$ cat src/rtl/logic_op_sequencer.sv
// Handshaked two-operand front end for the 4-bit bitwise logic units (AND/OR/XOR/NAND).
// Optional zero/parity result flags are enabled by defining LOGIC_SEQ_FLAGS_EN.
module logic_op_sequencer #(
  parameter int k = 4
) (
  input  logic         clk,
  input  logic         rst_n,
  input  logic         in_valid,
  output logic         in_ready,
  input  logic [k-1:0] in_data,
  input  logic [1:0]   in_op,
  input  logic         abort,
  output logic         out_valid,
  input  logic         out_ready,
  output logic [k-1:0] out_data,
  output logic         busy
`ifdef LOGIC_SEQ_FLAGS_EN
  ,
  output logic         out_zero,
  output logic         out_parity
`endif
);

  localparam logic [1:0] LOAD_A = 2'd0;
  localparam logic [1:0] LOAD_B = 2'd1;
  localparam logic [1:0] RESULT = 2'd2;

  logic [1:0]   state_r;
  logic [1:0]   nextState_s;
  logic [k-1:0] heldA_r;
  logic [k-1:0] outData_r;
  logic [k-1:0] result_s;
  logic         loadA_s;
  logic         clearA_s;
  logic         loadResult_s;

  function automatic logic [k-1:0] applyOp(input logic [k-1:0] a,
                                           input logic [k-1:0] b,
                                           input logic [1:0]   op);
    logic [k-1:0] r;
    case (op)
      2'b00:   r = a & b;
      2'b01:   r = a | b;
      2'b10:   r = a ^ b;
      2'b11:   r = ~(a & b);
      default: r = a & b;
    endcase
    return r;
  endfunction

  function automatic logic calcParity(input logic [k-1:0] v);
    return ^v;
  endfunction

  // Channel status is a pure decode of the state register, never of the partner's strobe.
  assign in_ready  = (state_r == LOAD_A) || (state_r == LOAD_B);
  assign out_valid = (state_r == RESULT);
  assign busy      = (state_r != LOAD_A);
  assign out_data  = outData_r;
  assign result_s  = applyOp(heldA_r, in_data, in_op);

  // Next-state and register-enable decode; abort in LOAD_B outranks a same-cycle B.
  always_comb begin
    nextState_s  = state_r;
    loadA_s      = 1'b0;
    clearA_s     = 1'b0;
    loadResult_s = 1'b0;
    case (state_r)
      LOAD_A: begin
        if (in_valid) begin
          nextState_s = LOAD_B;
          loadA_s     = 1'b1;
        end else begin
          nextState_s = LOAD_A;
        end
      end
      LOAD_B: begin
        if (abort) begin
          nextState_s = LOAD_A;
          clearA_s    = 1'b1;
        end else if (in_valid) begin
          nextState_s  = RESULT;
          loadResult_s = 1'b1;
        end else begin
          nextState_s = LOAD_B;
        end
      end
      RESULT: begin
        if (out_ready) begin
          nextState_s = LOAD_A;
        end else begin
          nextState_s = RESULT;
        end
      end
      default: begin
        nextState_s = LOAD_A;
      end
    endcase
  end

  // State register.
  always_ff @(posedge clk or negedge rst_n) begin
    if (!rst_n) begin
      state_r <= LOAD_A;
    end else begin
      state_r <= nextState_s;
    end
  end

  // Held operand A.
  always_ff @(posedge clk or negedge rst_n) begin
    if (!rst_n) begin
      heldA_r <= {k{1'b0}};
    end else if (loadA_s) begin
      heldA_r <= in_data;
    end else if (clearA_s) begin
      heldA_r <= {k{1'b0}};
    end else begin
      heldA_r <= heldA_r;
    end
  end

  // Result register; keeps its value after the consumer takes it.
  always_ff @(posedge clk or negedge rst_n) begin
    if (!rst_n) begin
      outData_r <= {k{1'b0}};
    end else if (loadResult_s) begin
      outData_r <= result_s;
    end else begin
      outData_r <= outData_r;
    end
  end

`ifdef LOGIC_SEQ_FLAGS_EN
  logic zero_r;
  logic parity_r;

  // Flags are captured together with the result so they stay coherent with out_data.
  always_ff @(posedge clk or negedge rst_n) begin
    if (!rst_n) begin
      zero_r   <= 1'b1;
      parity_r <= 1'b0;
    end else if (loadResult_s) begin
      zero_r   <= (result_s == {k{1'b0}});
      parity_r <= calcParity(result_s);
    end else begin
      zero_r   <= zero_r;
      parity_r <= parity_r;
    end
  end

  assign out_zero   = zero_r;
  assign out_parity = parity_r;
`endif

endmodule

$ cat config.mk
export PLATFORM = sky130hd
export DESIGN_NAME = logic_op_sequencer
export DESIGN_NICKNAME = d
export VERILOG_FILES = /design/src/rtl/logic_op_sequencer.sv
export SDC_FILE = /design/constraint.sdc
export NUM_CORES = 1
export LEC_CHECK = 0
export ABC_AREA = 1
export CAP_MARGIN = 10
export CORE_AREA = 2 2 53 55
export DETAILED_ROUTE_END_ITERATION = 8
export DIE_AREA = 0 0 55 57
export PLACE_DENSITY = 0.5
export SLEW_MARGIN = 40
export SYNTH_ARGS = -nofsm -noshare
export SYNTH_HDL_FRONTEND = slang
export SYNTH_SLANG_ARGS = --single-unit
export TNS_END_PERCENT = 1
$ cat constraint.sdc
create_clock -name clk -period 1 [get_ports clk]
set_clock_uncertainty 0.05 [all_clocks]
set_input_delay 0.2 -clock clk [delete_from_list [all_inputs] [get_ports clk]]
set_output_delay 0.2 -clock clk [all_outputs]
set_load 0.005 [all_outputs]
* After elaboration in Yosys (flattened, before gate mapping)
Cells that the tools add are included. Widths: inputs -> output; s select.
Word-level totals: logic and storage cells 31, output and inout port bits 7, register bits 10, input bits 11
Cells by class: multiplexer cells 14, eq/ne operators 5, reduce and logical (&&, ||, !) cells 5, bitwise logic cells 4
Operators by type and width (count):
- $pmux 4 s4 | 1
- $mux 4 | 2
- $mux 1 | 7
- $eq 2x2->1 const B | 3
- $mux 2 | 3
- $pmux 2 s3 | 1
- $and 4x4->4 | 1
- $eq 2x1->1 const B | 2
- $logic_not 2->1 | 2
- $not 4->4 | 1
- $or 4x4->4 | 1
- $reduce_bool 2->1 | 2
- $xor 4x4->4 | 1
- $logic_or 1x1->1 | 1

* Logic depth before layout (Yosys ltp)
depth after elaboration 4, gate-level depth with buffers 7, depth with buffers taken out 7

* Worst setup path before layout
OpenSTA, ideal clock, no wires.
path kind reg2reg, start register heldA_r[2], end register outData_r[2] (netlist: out_data[2]), data arrival time 0.910 ns, setup time 0.116 ns, period minus slack after synthesis 1.076 ns, data required time 0.834 ns, cell stages (with the launch flop) 7, buffers on the path 0, path slack -0.076 ns, cell sequence dfrtp_1 -> inv_1 -> ha_1 -> o21ai_1 -> nand3_1 -> nand2_1 -> nand2_1
On the way: word-level cells in the longest chain between the ends 3, elaborated cells on any way between the ends 5, classes of those cells 1 x mux; 4 x bitwise
Ends and longest elaborated chain:
- start, declared | RTL line 30 | logic [k-1:0] heldA_r;
- start signal, assigned | RTL line 113 | heldA_r <= {k{1'b0}};
- start signal, assigned | RTL line 115 | heldA_r <= in_data;
- start signal, assigned | RTL line 117 | heldA_r <= {k{1'b0}};
- $and 4x4->4
- $not 4->4 | RTL line 45 | 2'b11: r = ~(a & b);
- $pmux 4 s4 (*) | RTL line 41 | case (op)
- end signal, assigned | RTL line 126 | outData_r <= {k{1'b0}};
- end signal, assigned | RTL line 128 | outData_r <= result_s;
- end signal, assigned | RTL line 130 | outData_r <= outData_r;
- end, declared | RTL line 31 | logic [k-1:0] outData_r;
Mark *: on every way between the ends. The rest lies on a longest branch, timed or not. A chain may end at the register's enable or synchronous reset.

* Worst setup path in the final report
start register state_r[0], end output port out_valid
On the way: word-level cells in the longest chain between the ends 1
Ends and longest elaborated chain:
- start, declared | RTL line 28 | logic [1:0] state_r;
- start signal, assigned | RTL line 106 | state_r <= nextState_s;
- $eq 2x2->1 | RTL line 57 | assign out_valid = (state_r == RESULT);
- end, declared | RTL line 13 | output logic out_valid,
No other way between the ends.

==> results.py <==
metrics = {
    "run_status": {
        "status": "finished with violations",
        "violations": "negative setup slack",
    },
    "finish": {
        "multi_input_area_sq_um": 454,
        "final_cells": 166,
        "num_antenna_cells": 0,
        "area_growth_pct": 58.0,
        "nNetsFinal": 155,
        "num-fill-cells": 260,
        "drive_above_1_share_pct": 37.0,
        "ff_latch_area_sq_um": 250,
    },
    "clock_tree": {
        "clkTransAtPathRegs_ns": 0.08,
        "h-tree-depth": 1,
        "cts_tree": "yes",
        "cts_buffers": 3,
        "cts_sinks": 10,
        "clockBufferDepth": 2,
        "clock-root-buffer": "clkbuf_4",
        "insertion_delay_ns": 0.27,
    },
    "setup_path": {
        "worstPathArrival_ns": 0.97,
        "path_class": "reg -> out",
        "crit_family": "flip-flops",
        "cp_num_buf_inv": 2,
        "critPathLaunchType": "flip-flop",
        "crit_chain": "buf_6 > nor2_4 > buf_2",
        "slowest_delay_ns": 0.41,
        "crit_fanout": 2,
        "cp.required_ns": 0.75,
        "crit_slowest_cell": "dfrtp_1",
        "worst_setup_path_end_kind": "primary output",
    },
    "detailed_routing": {
        "vias": 729,
        "route.detailed.drc": 0,
        "wl_per_cell_um": 10.4,
        "drt_iter0_markers": 7,
        "ant_nets": 0,
        "firstDrtPassIters": 4,
        "routed_wl_um": 1730,
        "viasPerCell": 4.39,
    },
    "die": {
        "die-area_sq_um": 3140,
        "boundaryPins": 18,
        "row_count": 19,
        "initial_core_util_pct": 28.0,
        "core_sq_um": 2620,
        "die_h_um": 57,
        "die-width_um": 55,
    },
    "global_route": {
        "grt_usage_pct": 12.9,
        "grt_max_degree": 12,
        "grt_pass1_vias": 685,
        "antenna_found_initial": 0,
        "grt_pass1_wl_um": 2980,
        "gr-total-overflow": 0,
    },
    "logic_synthesis": {
        "synthDistinctLibCells": 18,
        "yosysMostFrequentCell": "inv_1",
        "avgSynthCellArea_sq_um": 7.72,
        "yosys_warnings": 0,
        "synthTopCellsByArea": "dfrtp_1 (34%), ha_1 (14%), inv_1 (8.2%)",
        "async_flop_share_pct": 100,
        "synth_common_cells": "inv_1 (16), nand2_1 (15), nor2_1 (12)",
        "yosysTopAreaCell": "dfrtp_1",
        "synth_fp_nets": 114,
        "yosysTopAreaCellShare_pct": 34.1,
        "syn-cell-area_sq_um": 733,
        "synth_ff_type": "dfrtp_1",
        "postSynthRegisterBits": 10,
        "ys_seq_area_share_pct": 34.1,
        "synth_cells": 95,
        "synth_edf_count": 0,
    },
    "placed_design": {
        "routabilityCongestion": 0.736,
        "post-dp-hpwl_um": 1280,
        "place_inst": 158,
        "io_buffers": 17,
    },
    "sta": {
        "timing.final.ws_setup_ns": -0.223,
        "setup_viol": 16,
        "clock.fmax_mhz": 818,
        "worstMarginPinSlew_ns": 0.293,
        "min_period_ns": 1.22,
        "rsz0062_at_grt": "true",
        "relSlewSlack_pct": 80.4,
        "slew_viol_final": 0,
        "finalHoldViolCount": 0,
        "min_period_over_period_pct": 122,
    },
    "pwr": {
        "fin_total_pwr_uw": 1770,
        "ir_drop_v": 0.000889,
        "cellLeakagePower_uw": 0.000614,
        "p_per_area_nw_per_um2": 1520,
    },
    "min_path": {
        "hold_class": "in -> async",
    },
    "job": {
        "drv_cap": 0,
    },
}
## worst register-to-register path, delay by kind of cell (launching register included)
family	cells	cell delay [ns]
buf+inv	3	0.32
flops	1	0.41
simple gates	5	0.31
## sequential cells by signal, summed over array words and instances (netlist names)
name / count
state_r: 2
out_data: 4
heldA_r: 4
## timing repair
item / in CTS / in global routing
setup endpoints to repair: 17 / 17
resized for setup: 25 / 16
pin swaps: 3 / 5
setup buffers: 5 / 0
endpoints found under the hold margin: 0 / 0
hold buffers: 0 / 0
## final timing paths
| path | from | endpoint | slack [ns] | depth (start not counted) |
|---|---|---|---|---|
| max reg2reg | state_r[0]$_DFF_PN0_ | out_data[2]$_DFFE_PN0P_ | -0.20 | 8 |
| max | state_r[0]$_DFF_PN0_ | out_valid | -0.22 | 3 |
| min reg2reg | out_data[2]$_DFFE_PN0P_ | out_data[2]$_DFFE_PN0P_ | 0.43 | 2 |
| max in group asynchronous | rst_n | state_r[1]$_DFF_PN0_ | 0.58 | 2 |
| min | rst_n | state_r[0]$_DFF_PN0_ | 0.16 | 2 |
| min in group clk | in_data[0] | heldA_r[0]$_DFFE_PN0P_ | 0.24 | 4 |
## layer usage
metal | track usage (%) | share of wire (%)
met5 | 0 | 0
met4 | 1.05 | 0
met3 | 4.71 | 5.1
met2 | 21.6 | 52
met1 | 16.3 | 43
## layout by cell type, fill, tap and decap left out, drive strengths merged
cell type,count
buf,23
inv,19
nand2,17
nor2,14
nand3,11
dfrtp,10
clkbuf,9
ha,8
clkdlybuf4s50,7
o21ai,6
nand3b,5
dlymetal6s2s,3
o31ai,2
nor3,1
## kinds of logic after synthesis
kind of cell / Yosys count / synth area share (%)
and+or+nand+nor: 48 / 33.8
AOI/OAI and AO/OA: 8 / 6.65
buffers and inverters: 21 / 11.8
DFF: 10 / 34.1
adders and majority gates: 8 / 13.7
## metrics by stage
step | worst slack, ns | TNS, ns | util, % | cell area, sq um | hold WS (ns)
after floorplan | -0.0632 | -0.226 | - | 733 | -0.146
after global placement | -0.485 | -4.37 | 40.3 | 1050 | 0.419
after detailed placement | -0.490 | -4.49 | 40.3 | 1050 | 0.423
after CTS | -0.233 | -2.50 | 43.8 | 1140 | 0.166
after global routing | -0.275 | -2.96 | 44.3 | 1160 | 0.185
final | -0.223 | -2.03 | 44.3 | 1160 | 0.160
## report_power, final
part	total, uW	leakage, uW	internal, uW	switching [uW]
clock	374	0.0000210	221	153
combinational	808	0.000470	438	369
sequential	584	0.000123	523	61.2
## layout make-up
class,instances,share of cell area (%)
Multi-Input combinational cell,64,39.2
Timing Repair Buffer,38,26.6
Sequential cell,10,21.6
Inverter,19,6.16
Tap cell,31,3.35
Clock buffer,4,3.13
Note: power is estimated with default switching activity, not from simulation.
==> patch 1 (same settings) <==
Add a define of `LOGIC_SEQ_FLAGS_EN`.
--- a/src/rtl/logic_op_sequencer.sv
+++ b/src/rtl/logic_op_sequencer.sv
@@ -1,5 +1,7 @@
 // Handshaked two-operand front end for the 4-bit bitwise logic units (AND/OR/XOR/NAND).
 // Optional zero/parity result flags are enabled by defining LOGIC_SEQ_FLAGS_EN.
+`define LOGIC_SEQ_FLAGS_EN
+
 module logic_op_sequencer #(
   parameter int k = 4
 ) (
Behaviour (old outputs only; new: out_parity and out_zero): unchanged (equiv_simple and equiv_induct, registers matched by name and starting in step).
==> patch 1 against the unedited design <==
Clock power shrank 14%; worst setup slack worse by 0.39 ns; area after synthesis increased by 12%; sequential power rose by 22%; total power up 16%; global-route usage up 2.1 points; largest power group unchanged; synthesized cell count increased by 8.4%; routed wire length increased by 12%; sequential cell count up 2; largest cell class unchanged; count of clock-buffer cells in the layout did not move; the run still ends with negative setup slack left; final area rose by 15%; maximum frequency decreased by 24%; critical endpoint is now out_parity$_DFFE_PN0P_.
==> patch 1: results (changes against the unedited design) <==
Outcome: finished, violations left (unchanged)
Failing checks: negative setup slack (unchanged)
Met1 Use GR: 0.180 (was 0.163)
Fill cells: 264 (was 260)
Nets: 176 (was 155)
Pre-CTS setup slack: -1.02 ns (was -0.490 ns)
First DRT Iteration DRCs: 3 (was 7)
Drt pass-1 iters: 3 (was 4)
Met2 wire length: 1.02 mm (was 895 um)
Final setup margin: -0.612 ns (was -0.223 ns)
Internal power: 0.00136 W (was 0.00118 W)
Power Total: 0.00204 W (was 0.00177 W)
Gpl congestion: 0.726 (was 0.736)
Avg Synthesized Cell Area: 7.98 um^2 (was 7.72 um^2)
Leakage: 0.703 nW (was 0.614 nW)
Overall Global Routing Usage: 0.150 (was 0.129)
Reg area: 302 um^2 (was 250 um^2)
Dpl hpwl: 1.53 mm (was 1.28 mm)
Final setup fails: 21 (was 16)
Worst IR Drop VDD: 0.904 mV (was 0.889 mV)
Met3 Usage GRT: 0.0393 (was 0.0471)
Max layer used: met4 (was met3)
WL met1: 828 um (was 745 um)
Sequential fraction of the synthesis area: 0.367 (was 0.341)
Synth top area cells: dfrtp_1 (33%), ha_1 (15%), nand2_1 (12%) (was dfrtp_1 (34%), ha_1 (14%), inv_1 (8.2%))
Synthesized area: 822 um^2 (was 733 um^2)
-- patch 1: changes by cell type in the layout (fill, tap and decap cells not counted), moves of 3 or more --
cell            change
ha_4                +4
nor2_1              -8
o22ai_1             +4
dlygate4sd2_1       +4
buf_4               +8
nand2_1             +9
nand3b_1            -3
dlymetal6s2s_1      -3
o21bai_1            +3
-- patch 1: what timing repair did --
action | in CTS | in global routing
hold endpoints to repair | 0 | 0
setup buffers | 7 | 0
pin swaps | 12 | 15
setup endpoints to repair | 21 | 21
hold buffers | 0 | 0
resized for setup | 31 | 18
-- patch 1: final timing paths --
| kind | slack [ns] | startpoint | end |
|---|---|---|---|
| max | -0.61 | heldA_r[1]$_DFFE_PN0P_ | out_parity$_DFFE_PN0P_ |
| min | 0.22 | rst_n | out_data[1]$_DFFE_PN0P_ |
| max reg2reg | -0.61 | heldA_r[1]$_DFFE_PN0P_ | out_parity$_DFFE_PN0P_ |
| min reg2reg | 0.42 | out_zero$_DFFE_PN1P_ | out_zero$_DFFE_PN1P_ |
| max in group asynchronous | 0.51 | rst_n | heldA_r[0]$_DFFE_PN0P_ |
| min in group clk | 0.36 | in_data[1] | heldA_r[1]$_DFFE_PN0P_ |
-- patch 1: cells by family after synthesis --
group | Yosys count | synth area share
buffers and inverters | 24 | 0.116
xor gates and xnor gates | 1 | 0.0107
DFF | 12 | 0.367
and+or+nand+nor | 43 | 0.250
adders and majority gates | 10 | 0.152
AOI/OAI and AO/OA | 13 | 0.105
-- patch 1: worst register-to-register path: stages (launching register included) --
cell and delay [ns]:
dfrtp_1 0.40, inv_2 0.08, ha_4 0.19, o21bai_1 0.13
nand3_1 0.14, nand2_2 0.10, ha_4 0.20, xnor2_2 0.12
o21ai_1 0.13
==> patch 2 (same settings) <==
Without the edit above. Change the parameter `k` from 4 to 5.
--- a/src/rtl/logic_op_sequencer.sv
+++ b/src/rtl/logic_op_sequencer.sv
@@ -1,7 +1,7 @@
 // Handshaked two-operand front end for the 4-bit bitwise logic units (AND/OR/XOR/NAND).
 // Optional zero/parity result flags are enabled by defining LOGIC_SEQ_FLAGS_EN.
 module logic_op_sequencer #(
-  parameter int k = 4
+  parameter int k = 5
 ) (
   input  logic         clk,
   input  logic         rst_n,
Ports: changed (resized in_data and out_data); port bits go from 18 to 20. The function was not compared with the original's and may differ.
==> patch 2 against the unedited design <==
The flow still finishes with violations (negative setup slack); total power is 5.0% higher; worst setup slack got worse by 0.021 ns; core utilization up 3.0 points; routed wire length is 14% higher; sequential cell count increased by 2; maximum frequency fell by 1.7%; final area up 6.8%; worst hold slack better by 0.036 ns; register-to-register slack better by 0.02 ns; area after synthesis is 17% higher; first-iteration DRC count grew 140%; synthesized cell count increased by 26%.
==> patch 2: results (changes against the unedited design) <==
Dpl hpwl: 1.54 mm (was 1.28 mm)
Routed wire per std cell: 10.4 um (about the same)
Cell variety after synth: 15 (was 18)
Synthesized instance count: 120 (was 95)
Ys async rst share: 1.00 (unchanged)
Failing checks: negative setup slack (unchanged)
Port Buffer Count: 19 (was 17)
Worst IR Drop VDD: 0.826 mV (was 0.889 mV)
Met2 wire length: 931 um (was 895 um)
Gpl congestion: 0.839 (was 0.736)
First DRT Iteration DRCs: 17 (was 7)
Overall Global Routing Usage: 0.146 (was 0.129)
WL met1: 939 um (was 745 um)
Power Total: 0.00185 W (was 0.00177 W)
Worst-path fanout max: 3 (was 2)
First-pass GRT wire length: 3.26 mm (was 2.98 mm)
Fill cells: 271 (was 260)
TritonCTS buffer count: 3 (unchanged)
Synth top cells by count: nand2_1 (27), inv_1 (26), nor2_1 (15) (was inv_1 (16), nand2_1 (15), nor2_1 (12))
Vias in the first global route: 790 (was 685)
Pre-CTS setup slack: -0.525 ns (was -0.490 ns)
Met3 wire length: 58 um (was 89 um)
Sequential fraction of the synthesis area: 0.351 (was 0.341)
Layout cell share with drive strength beyond 1: 0.245 (was 0.370)
Final setup margin: -0.245 ns (was -0.223 ns)
Crit path arrival time: 0.99 ns (was 0.97 ns)
Met2 Track Usage GR: 0.230 (was 0.216)
Placed cells: 182 (was 158)
Final WL: 1.97 mm (was 1.73 mm)
Met3 Usage GRT: 0.0236 (was 0.0471)
DR vias: 842 (was 729)
Final setup fails: 19 (was 16)
# H-tree levels: 1 (unchanged)
DP Area: 1180 um^2 (was 1050 um^2)
Net count after synthesis: 142 (was 114)
Dominant cell by count in the synthesized netlist: nand2_1 (was inv_1)
Leakage: 0.681 nW (was 0.614 nW)
Outcome: finished, violations left (unchanged)
Crit path max-delay cell type: dfrtp_1 (unchanged)
Met1 Use GR: 0.190 (was 0.163)
R2R depth: 6 (was 8)
Final TNS setup: -2.50 ns (was -2.03 ns)
Fin area: 1240 um^2 (was 1160 um^2)
Critical Path Max Stage Delay: 0.38 ns (was 0.41 ns)
Largest net degree at the start of global routing: 13 (was 12)
## patch 2: cell count changes after synthesis, moves of 3 or more
cell,change
nand3b_1,-3
nand2_1,+12
inv_1,+10
nor2_1,+3
o21ai_1,-4
o21ai_0,+8
## patch 2: final timing paths
| kind | start | end | slack [ns] |
|---|---|---|---|
| worst max register to register | state_r[0]$_DFF_PN0_ | heldA_r[3]$_DFFE_PN0P_ | -0.18 |
| worst min-delay path | rst_n | state_r[1]$_DFF_PN0_ | 0.20 |
| min in group clk | in_data[2] | heldA_r[2]$_DFFE_PN0P_ | 0.34 |
| worst min register to register | out_data[2]$_DFFE_PN0P_ | out_data[2]$_DFFE_PN0P_ | 0.44 |
| worst max-delay path | state_r[1]$_DFF_PN0_ | out_valid | -0.24 |
| max in group asynchronous | rst_n | heldA_r[1]$_DFFE_PN0P_ | 0.59 |
## patch 2: kinds of logic after synthesis
family	count (synthesis)	share of synthesized area
simple gates	58	0.296
buf+inv	29	0.136
flops	12	0.351
compound gates	11	0.0703
fa+ha+maj	10	0.146
## patch 2: timing repair
item | CTS | global route
buffers inserted | 4 | 0
hold buffers | 0 | 0
endpoints found under the hold margin | 0 | 0
gates resized for setup | 32 | 10
pin swaps | 0 | 1
setup endpoints to repair | 19 | 20
## patch 2: layout make-up
cell class	instances	share of cell area
tap	31	0.0313
sequential	12	0.243
multi-input combinational	79	0.367
clock buffer	4	0.0293
inverter	28	0.0849
timing repair buffer	36	0.245
## patch 2: report_power, final
part / switching [W] / leakage, nW / internal, W
Clock: 0.000182 / 0.0210 / 0.000221
Sequential: 0.0000768 / 0.149 / 0.000628
Combinational: 0.000361 / 0.511 / 0.000385
Total: 0.000619 / 0.681 / 0.00123
